==> config.mk <==
export PLATFORM = sky130hd
export DESIGN_NAME = hdmi_packet_scheduler
export DESIGN_NICKNAME = d
export VERILOG_FILES = /design/src/rtl/hdmi_pkg.sv /design/src/rtl/hdmi_packet_scheduler_audio_sample_buffer.sv /design/src/rtl/hdmi_packet_scheduler.sv
export SDC_FILE = /design/constraint.sdc
export NUM_CORES = 1
export LEC_CHECK = 0
export BUFFER_PORTS_ARGS = -buffer_cell sky130_fd_sc_hd__buf_2
export CAP_MARGIN = 40
export CORE_AREA = 8 8 130 132
export DETAILED_ROUTE_END_ITERATION = 6
export DIE_AREA = 0 0 138 140
export PLACE_DENSITY = 0.82
export REMOVE_ABC_BUFFERS = 1
export SLEW_MARGIN = 5
export SYNTH_ARGS = -nofsm -noshare
export SYNTH_HDL_FRONTEND = slang
export SYNTH_SLANG_ARGS = --single-unit
==> constraint.sdc <==
create_clock -name pixelClock -period 8.6 [get_ports pixelClock]
set_clock_uncertainty 0.2 [all_clocks]
set_input_delay 1.72 -clock pixelClock [delete_from_list [all_inputs] [get_ports pixelClock]]
set_output_delay 1.72 -clock pixelClock [all_outputs]
set_load 0.01 [all_outputs]
==> src/rtl/hdmi_pkg.sv <==
// rtl/hdmi_pkg.sv - shared packet codes and audio constants for the HDMI packet scheduler
package hdmi_pkg;

  localparam int SAMPLE_WIDTH       = 32;
  localparam int SAMPLES_PER_PACKET = 4;
  localparam int IEC_BLOCK_LENGTH   = 192;

  typedef enum logic [7:0] {
    PKT_NULL     = 8'h00,
    PKT_ACR      = 8'h01,
    PKT_AUDIO    = 8'h02,
    PKT_AVI      = 8'h82,
    PKT_SPD      = 8'h83,
    PKT_AUDIO_IF = 8'h84
  } packetCode_e;

  typedef enum logic {
    IDLE,
    GRANT
  } schedState_e;

endpackage

==> src/rtl/hdmi_packet_scheduler_audio_sample_buffer.sv <==
// rtl/hdmi_packet_scheduler_audio_sample_buffer.sv - 4-slot audio sample buffer with IEC 60958 frame index
module audio_sample_buffer
  import hdmi_pkg::*;
(
  input  logic                                     clk,
  input  logic                                     rstN,
  input  logic                                     pushEnable,
  input  logic [SAMPLE_WIDTH-1:0]                  pushData,
  input  logic                                     clearEnable,
  output logic [2:0]                               count,
  output logic [SAMPLES_PER_PACKET-1:0]            present,
  output logic [SAMPLES_PER_PACKET-1:0]            blockStart,
  output logic [SAMPLES_PER_PACKET*SAMPLE_WIDTH-1:0] data
);

  logic [SAMPLE_WIDTH-1:0] slot [SAMPLES_PER_PACKET];
  logic [7:0]              iecIndex;
  logic [8:0]              advanced;

  assign advanced = {1'b0, iecIndex} + {6'd0, count};

  always_ff @(posedge clk or negedge rstN) begin
    if (!rstN) begin
      count    <= 3'd0;
      iecIndex <= 8'd0;
      for (int k = 0; k < SAMPLES_PER_PACKET; k++) slot[k] <= '0;
    end else if (clearEnable) begin
      count    <= 3'd0;
      iecIndex <= (advanced >= 9'(IEC_BLOCK_LENGTH)) ? 8'(advanced - 9'(IEC_BLOCK_LENGTH))
                                                     : advanced[7:0];
    end else if (pushEnable && count < 3'(SAMPLES_PER_PACKET)) begin
      slot[count[1:0]] <= pushData;
      count            <= count + 3'd1;
    end
  end

  // Index + slot never exceeds 194, so frame 0 is either sum 0 or sum 192.
  always_comb begin
    present    = '0;
    blockStart = '0;
    data       = '0;
    for (int k = 0; k < SAMPLES_PER_PACKET; k++) begin
      if (3'(k) < count) begin
        present[k]                             = 1'b1;
        blockStart[k]                          = ({1'b0, iecIndex} + 9'(k) == 9'd0) ||
                                                 ({1'b0, iecIndex} + 9'(k) == 9'(IEC_BLOCK_LENGTH));
        data[k*SAMPLE_WIDTH +: SAMPLE_WIDTH]   = slot[k];
      end
    end
  end

endmodule

==> src/rtl/hdmi_packet_scheduler.sv <==
// rtl/hdmi_packet_scheduler.sv - picks the data-island packet for each blanking slot
module hdmi_packet_scheduler
  import hdmi_pkg::*;
(
  input  logic                                      pixelClock,
  input  logic                                      asyncResetN,
  input  logic                                      vSync,
  input  logic                                      slotRequest,
  input  logic                                      packetDone,
  input  logic [7:0]                                samplesPerRegenPacket,
  input  logic                                      sampleFifoEmpty,
  input  logic [SAMPLE_WIDTH-1:0]                   sampleFifoReadData,
  output logic                                      sampleFifoReadEnable,
  output logic                                      packetValid,
  output logic [7:0]                                packetType,
  output logic [SAMPLES_PER_PACKET-1:0]             samplePresent,
  output logic [SAMPLES_PER_PACKET-1:0]             sampleBlockStart,
  output logic [SAMPLES_PER_PACKET*SAMPLE_WIDTH-1:0] sampleData,
  output logic                                      infoframeMissed
);

  schedState_e state, nextState;
  packetCode_e grantType, nextGrantType, decidedType;
  logic [7:0]  acrCount;
  logic        aviPending, spdPending, audioIfPending;
  logic        vSyncQ, vSyncRise, anyPending;
  logic [2:0]  bufCount;
  logic        popEnable, grantDone, clearBuffer;

  // Gated by reset so a word is never popped into a buffer that is held in reset.
  assign popEnable   = asyncResetN && (state == IDLE) && !sampleFifoEmpty &&
                       (bufCount < 3'(SAMPLES_PER_PACKET));
  assign grantDone   = (state == GRANT) && packetDone;
  assign clearBuffer = grantDone && (grantType == PKT_AUDIO);
  assign vSyncRise   = vSync && !vSyncQ;
  assign anyPending  = aviPending || spdPending || audioIfPending;

  assign sampleFifoReadEnable = popEnable;
  assign packetValid          = (state == GRANT);
  assign packetType           = grantType;

  audio_sample_buffer sampleBuffer (
    .clk         (pixelClock),
    .rstN        (asyncResetN),
    .pushEnable  (popEnable),
    .pushData    (sampleFifoReadData),
    .clearEnable (clearBuffer),
    .count       (bufCount),
    .present     (samplePresent),
    .blockStart  (sampleBlockStart),
    .data        (sampleData)
  );

  always_comb begin
    decidedType = PKT_NULL;
    if (samplesPerRegenPacket != 8'd0 && acrCount >= samplesPerRegenPacket) decidedType = PKT_ACR;
    else if (bufCount == 3'(SAMPLES_PER_PACKET))                           decidedType = PKT_AUDIO;
    else if (aviPending)                                                   decidedType = PKT_AVI;
    else if (spdPending)                                                   decidedType = PKT_SPD;
    else if (audioIfPending)                                               decidedType = PKT_AUDIO_IF;
    else if (bufCount != 3'd0)                                             decidedType = PKT_AUDIO;
  end

  always_comb begin
    nextState     = state;
    nextGrantType = grantType;
    unique case (state)
      IDLE: if (slotRequest) begin
        nextState     = GRANT;
        nextGrantType = decidedType;
      end
      GRANT: if (packetDone) begin
        nextState     = IDLE;
        nextGrantType = PKT_NULL;
      end
      default: nextState = IDLE;
    endcase
  end

  always_ff @(posedge pixelClock or negedge asyncResetN) begin
    if (!asyncResetN) begin
      state     <= IDLE;
      grantType <= PKT_NULL;
    end else begin
      state     <= nextState;
      grantType <= nextGrantType;
    end
  end

  // Pops happen only in IDLE and the ACR subtract only in GRANT, so they never collide.
  always_ff @(posedge pixelClock or negedge asyncResetN) begin
    if (!asyncResetN) begin
      acrCount        <= 8'd0;
      aviPending      <= 1'b0;
      spdPending      <= 1'b0;
      audioIfPending  <= 1'b0;
      vSyncQ          <= 1'b0;
      infoframeMissed <= 1'b0;
    end else begin
      vSyncQ          <= vSync;
      infoframeMissed <= vSyncRise && anyPending;
      if (popEnable && acrCount != 8'hFF) begin
        acrCount <= acrCount + 8'd1;
      end else if (grantDone && grantType == PKT_ACR) begin
        acrCount <= (acrCount > samplesPerRegenPacket) ? acrCount - samplesPerRegenPacket : 8'd0;
      end
      if (vSyncRise && !anyPending) begin
        aviPending     <= 1'b1;
        spdPending     <= 1'b1;
        audioIfPending <= 1'b1;
      end else if (grantDone) begin
        if (grantType == PKT_AVI)      aviPending     <= 1'b0;
        if (grantType == PKT_SPD)      spdPending     <= 1'b0;
        if (grantType == PKT_AUDIO_IF) audioIfPending <= 1'b0;
      end
    end
  end

endmodule

# Word level (Yosys, flattened, before mapping)
# Index checks and enable logic that the tools add are counted.
dict set report op_classes {
  muxes 42
  bitwise_logic 3
  order_cmp 10
  addsub 8
  n_eq_ne 13
  reduce_logical 39
}
# operator count
set ops {}
lappend ops {{$mux 32} 5}
lappend ops {{$bwmux 128} 1}
lappend ops {{$mux 8} 11}
lappend ops {{$demux 32 s2} 1}
lappend ops {{$logic_not 9->1} 4}
lappend ops {{$eq 8x8->1 const B} 4}
lappend ops {{$eq 9x8->1 const B} 3}
lappend ops {{$mux 1} 19}
lappend ops {{$add 8x2->9 const B} 2}
lappend ops {{$pmux 8 s2} 1}
lappend ops {{$logic_and 1x1->1} 13}
lappend ops {{$reduce_bool 2->1} 6}
lappend ops {{$reduce_and 2->1} 5}
lappend ops {{$add 8x1->9 const B} 1}
lappend ops {{$add 8x3->9} 1}
lappend ops {{$ge 9x8->1 const B} 1}
lappend ops {{$add 8x1->8 const B} 1}
lappend ops {{$eq 8x1->1 const B} 1}
lappend ops {{$eq 8x2->1 const B} 1}
lappend ops {{$ge 8x8->1} 1}
lappend ops {{$gt 8x8->1} 1}
lappend ops {{$ne 8x8->1 const B} 1}
lappend ops {{$reduce_bool 8->1} 1}
lappend ops {{$sub 8x8->8} 1}
lappend ops {{other kinds (17)} 29}
dict set report word_totals {
  elab_cells 129
  output_inout_bits 147
  in_bits 46
  regBits 161
}

# Depth between registers and ports, before layout
dict set report depth {
  word_depth 9
  mapped_depth 12
  depth_no_buf 12
}

# By module
# A second synthesis with hierarchy kept.
dict set report unflattened {
  cells_unflattened 731
  area_unflattened_um2 8267.9
}
# module seq_area_each_um2 n_inst area_each_um2 cells_each
set modules_own_cells {}
lappend modules_own_cells {audio_sample_buffer 3478.3 1 6759.0 547}
lappend modules_own_cells {hdmi_packet_scheduler 450.4 1 1508.9 184}

# Worst setup path after synthesis
# No wires, ideal clock.
dict set report synth_timing {
  path_kind {in2out}
  from {in sampleFifoEmpty}
  to {out sampleFifoReadEnable}
  required_ns 6.680
  path_buffers 2
  cell_stages 4
  path_slack_ns 4.143
  arrival_time_ns 2.537
  cell_sequence {or4b_4 buf_6 inv_6 buf_12}
}
dict set report synth_via {
  elab_chain_cells 3
}
# element line_no
set synth_rtl {}
lappend synth_rtl {{from (decl)} hdmi_packet_scheduler.sv:11} ;# input logic sampleFifoEmpty,
lappend synth_rtl {{$logic_not 1->1} hdmi_packet_scheduler.sv:31} ;# assign popEnable = asyncResetN && (state == IDLE) && !sampleFifoEmpty &&
lappend synth_rtl {{$logic_and 1x1->1 (2 in series)} hdmi_packet_scheduler.sv:31}
lappend synth_rtl {{to (decl)} hdmi_packet_scheduler.sv:13} ;# output logic sampleFifoReadEnable,
# No other way between the ends.

# Worst setup path in the final report
dict set report layout_timing {
  from {in asyncResetN}
  to {out sampleFifoReadEnable}
}
dict set report layout_via {
  elab_chain_cells 3
}
# element line_no
set layout_rtl {}
lappend layout_rtl {{from (decl)} hdmi_packet_scheduler.sv:6} ;# input logic asyncResetN,
lappend layout_rtl {{$logic_and 1x1->1 (3 in series)} hdmi_packet_scheduler.sv:31}
# No other way between the ends.

==> metrics <==
Final Hold Viols=0; WL/cell=19.5 microns; crit path launch type=input pin; Critical Path RT=6.68 ns; Worst-Skew Late Latency=0.43 ns; first-pass GRT wire length=34,100 microns; root buffer cell=clkbuf_16; Vias=5,923; DPL Wire Length=14,300 microns; Final ANT Viol Nets=0; share of layout cells above drive strength 1=0.412; Finished Core Util=0.685; IO Count=193; Max stage delay on crit path=0.62 ns; NetSw=1.34 mW; crit-path cells=buf_6 -> or4b_4 -> inv_6 -> buf_2; met3 WL post-DR=1400 microns; die area=19,300 sq um; synthesis-stage register bit count=157; synth unique cells=58; Synth area leaders=dfrtp_1 46%, mux2_4 21%, and2_1 7.0%; average size of a mapped cell=12.4 sq um; worst slew pin tran=0.864 ns; CTS sink cnt=157; top layer in use=met5; internal power=2.41 mW; DR WL met2=9780 microns; Final Cycle Share=0.612; DRC violations left=0; fillers=1,071; sw frac=0.357; Die W=138 microns; HP Class=reg2reg; Die Y=140 microns; Yosys top cell area share=0.456; VDD IR max=0.155 mV; Port Buffers=188; overall routing resource usage=0.217; Crit-path slowest cell=or4b_4; cell count after synthesis=693; GRT overflow=0; Cell Area, Synth=8620 sq um; Avg Vias per Cell=5.50; CTS tree=done; final setup fails=0; post-layout min period=5.26 ns; number of H-tree levels=4; fin. max-slew vios=0; crit path kind=in2out; Post-CTS Repair Setup Buffers=0; pin count of the biggest net entering global routing=84; clock-pin slew on the worst setup and hold paths=0.06 ns; storage element area=3930 sq um; number of antenna violations at the first check in global routing=1; core area=14,900 sq um; DR pass1 iterations=4; max-cap violations=0; max_slew headroom=0.420; CP Capture Type=output pin; RSZ-0062 raised after global routing=no; num rows=45; Nets=942; clock power share=0.209; Primary FF master, synth=dfrtp_1; Initial Util=0.580; Resize count post-CTS=0; most common cell in the netlist=dfrtp_1; Post-synth EDFFs=0; GP Congestion=0.818; FFs w/ async S/R, synth=1.00; Cell Pwr Density=369 nW/um^2; WL met1=9630 microns; area of the multi-input gates=4260 sq um; sequential power share=0.348; cts hold-fix bufs=0; sequential area share after synthesis=0.456; worst-path maximum fanout=83; hold path depth=1; fmax=190 MHz; crit path DAT=3.34 ns; Leak=5.41 nW; buffer depth of the longest clock path=2; WL final=21,000 microns; cell taking the most area after synthesis=dfrtp_1; P&R area growth vs syn=18.0%; total CTS buffers=17; vias in the first global route=6,246; commonest cells in the netlist=157 x dfrtp_1, 119 x mux2_4, 96 x and2_1, 38 x nor2b_1, 32 x nand2_1; Final TNS setup=0 ns; depth of the most critical reg-to-reg path=11; Starting DRT DRC Count=415; yosys warns=0; combinational share of power=0.443; status=complete, no violations
==> per-stage QoR <==
step	cell area, sq um	power [mW]	std cells	hold WS [ns]	worst slack [ns]
global placement	9490	2.89	1041	0.218	3.32
detailed placement	9560	2.97	1044	0.227	3.30
floorplan	8270	2.32	661	0.199	4.22
global route	10200	3.97	1076	0.251	3.21
finish	10200	3.76	1077	0.235	3.34
CTS	10200	3.78	1076	0.236	3.30
==> worst paths after layout <==
path | from | to | slack (ns)
setup / recovery | asyncResetN | sampleFifoReadEnable | 3.34
hold / removal | vSyncQ$_DFF_PN0_ | infoframeMissed$_DFF_PN0_ | 0.23
setup reg to reg | sampleBuffer.count[2]$_DFFE_PN0P_ | sampleBuffer.iecIndex[6]$_DFFE_PN0P_ | 5.26
hold reg to reg | vSyncQ$_DFF_PN0_ | infoframeMissed$_DFF_PN0_ | 0.23
max in group asynchronous | asyncResetN | sampleBuffer.slot[66]$_DFFE_PN0P_ | 5.99
min in group asynchronous | asyncResetN | sampleBuffer.slot[60]$_DFFE_PN0P_ | 1.12
==> logic make-up (layout without fill, tap and decap cells) <==
kind of cell | after synthesis | count (layout) | share of synthesized area
simple gates | 241 | 241 | 0.169
flops | 157 | 157 | 0.456
mux | 129 | 129 | 0.220
compound gates | 75 | 75 | 0.0569
buf+inv | 56 | 248 | 0.0527
fa+ha+maj | 21 | 21 | 0.0322
xor+xnor | 13 | 13 | 0.0132
other cells | 1 | 5 | 0.000435
==> worst max-delay path, delay by kind of cell <==
family | cells | cell delay (ns)
buffers and inverters | 3 | 0.91
and+or+nand+nor | 1 | 0.62
==> registers in the layout, summed over array words and instances (netlist names) <==
signal and count:
vSyncQ 1, audioIfPending 1, sampleBuffer.count 3, sampleBuffer.iecIndex 8, packetType 4, infoframeMissed 1, aviPending 1, sampleBuffer.slot 128
packetValid 1, acrCount 8, spdPending 1
==> power groups by stage <==
| stage | combinational, mW | clock, mW | sequential [mW] |
|---|---|---|---|
| after global placement | 1.60 | 0 | 1.28 |
| after detailed placement | 1.67 | 0 | 1.31 |
| after CTS | 1.68 | 0.797 | 1.30 |
| after floorplan | 1.08 | 0 | 1.24 |
| after global routing | 1.80 | 0.831 | 1.34 |
| final | 1.66 | 0.785 | 1.31 |
==> per-layer routing <==
layer	up-vias	global-route usage
met5	-	0
met3	27	0.0696
li1	2758	-
met1	2939	0.287
met2	197	0.340
met4	2	0.0521
==> layout by cell type (no fill, tap or decap), types with 6 or more instances in the layout <==
cell type,synthesis,final
buf_2,1,187
dfrtp_1,157,157
mux2_4,119,119
and2_1,96,96
nor2b_1,38,38
nand2_1,32,32
o21ai_0,23,23
inv_1,20,20
ha_1,19,19
nor2_1,18,18
clkbuf_16,0,17
a21oi_1,17,16
nand3_1,9,9
mux2_2,9,9
nor3_1,8,8
xnor2_1,7,7
xor2_1,6,6
nand4_1,6,6
==> cell type report <==
cell class | count | share of cell area
Inverter | 21 | 0.00824
Clock inverter | 14 | 0.0181
Timing Repair Buffer | 195 | 0.103
Clock buffer | 18 | 0.0422
Sequential cell | 157 | 0.386
Antenna cell | 1 | 0.000246
Multi-Input combinational cell | 483 | 0.419
Tap cell | 188 | 0.0231
(Power assumes the default switching activity.)
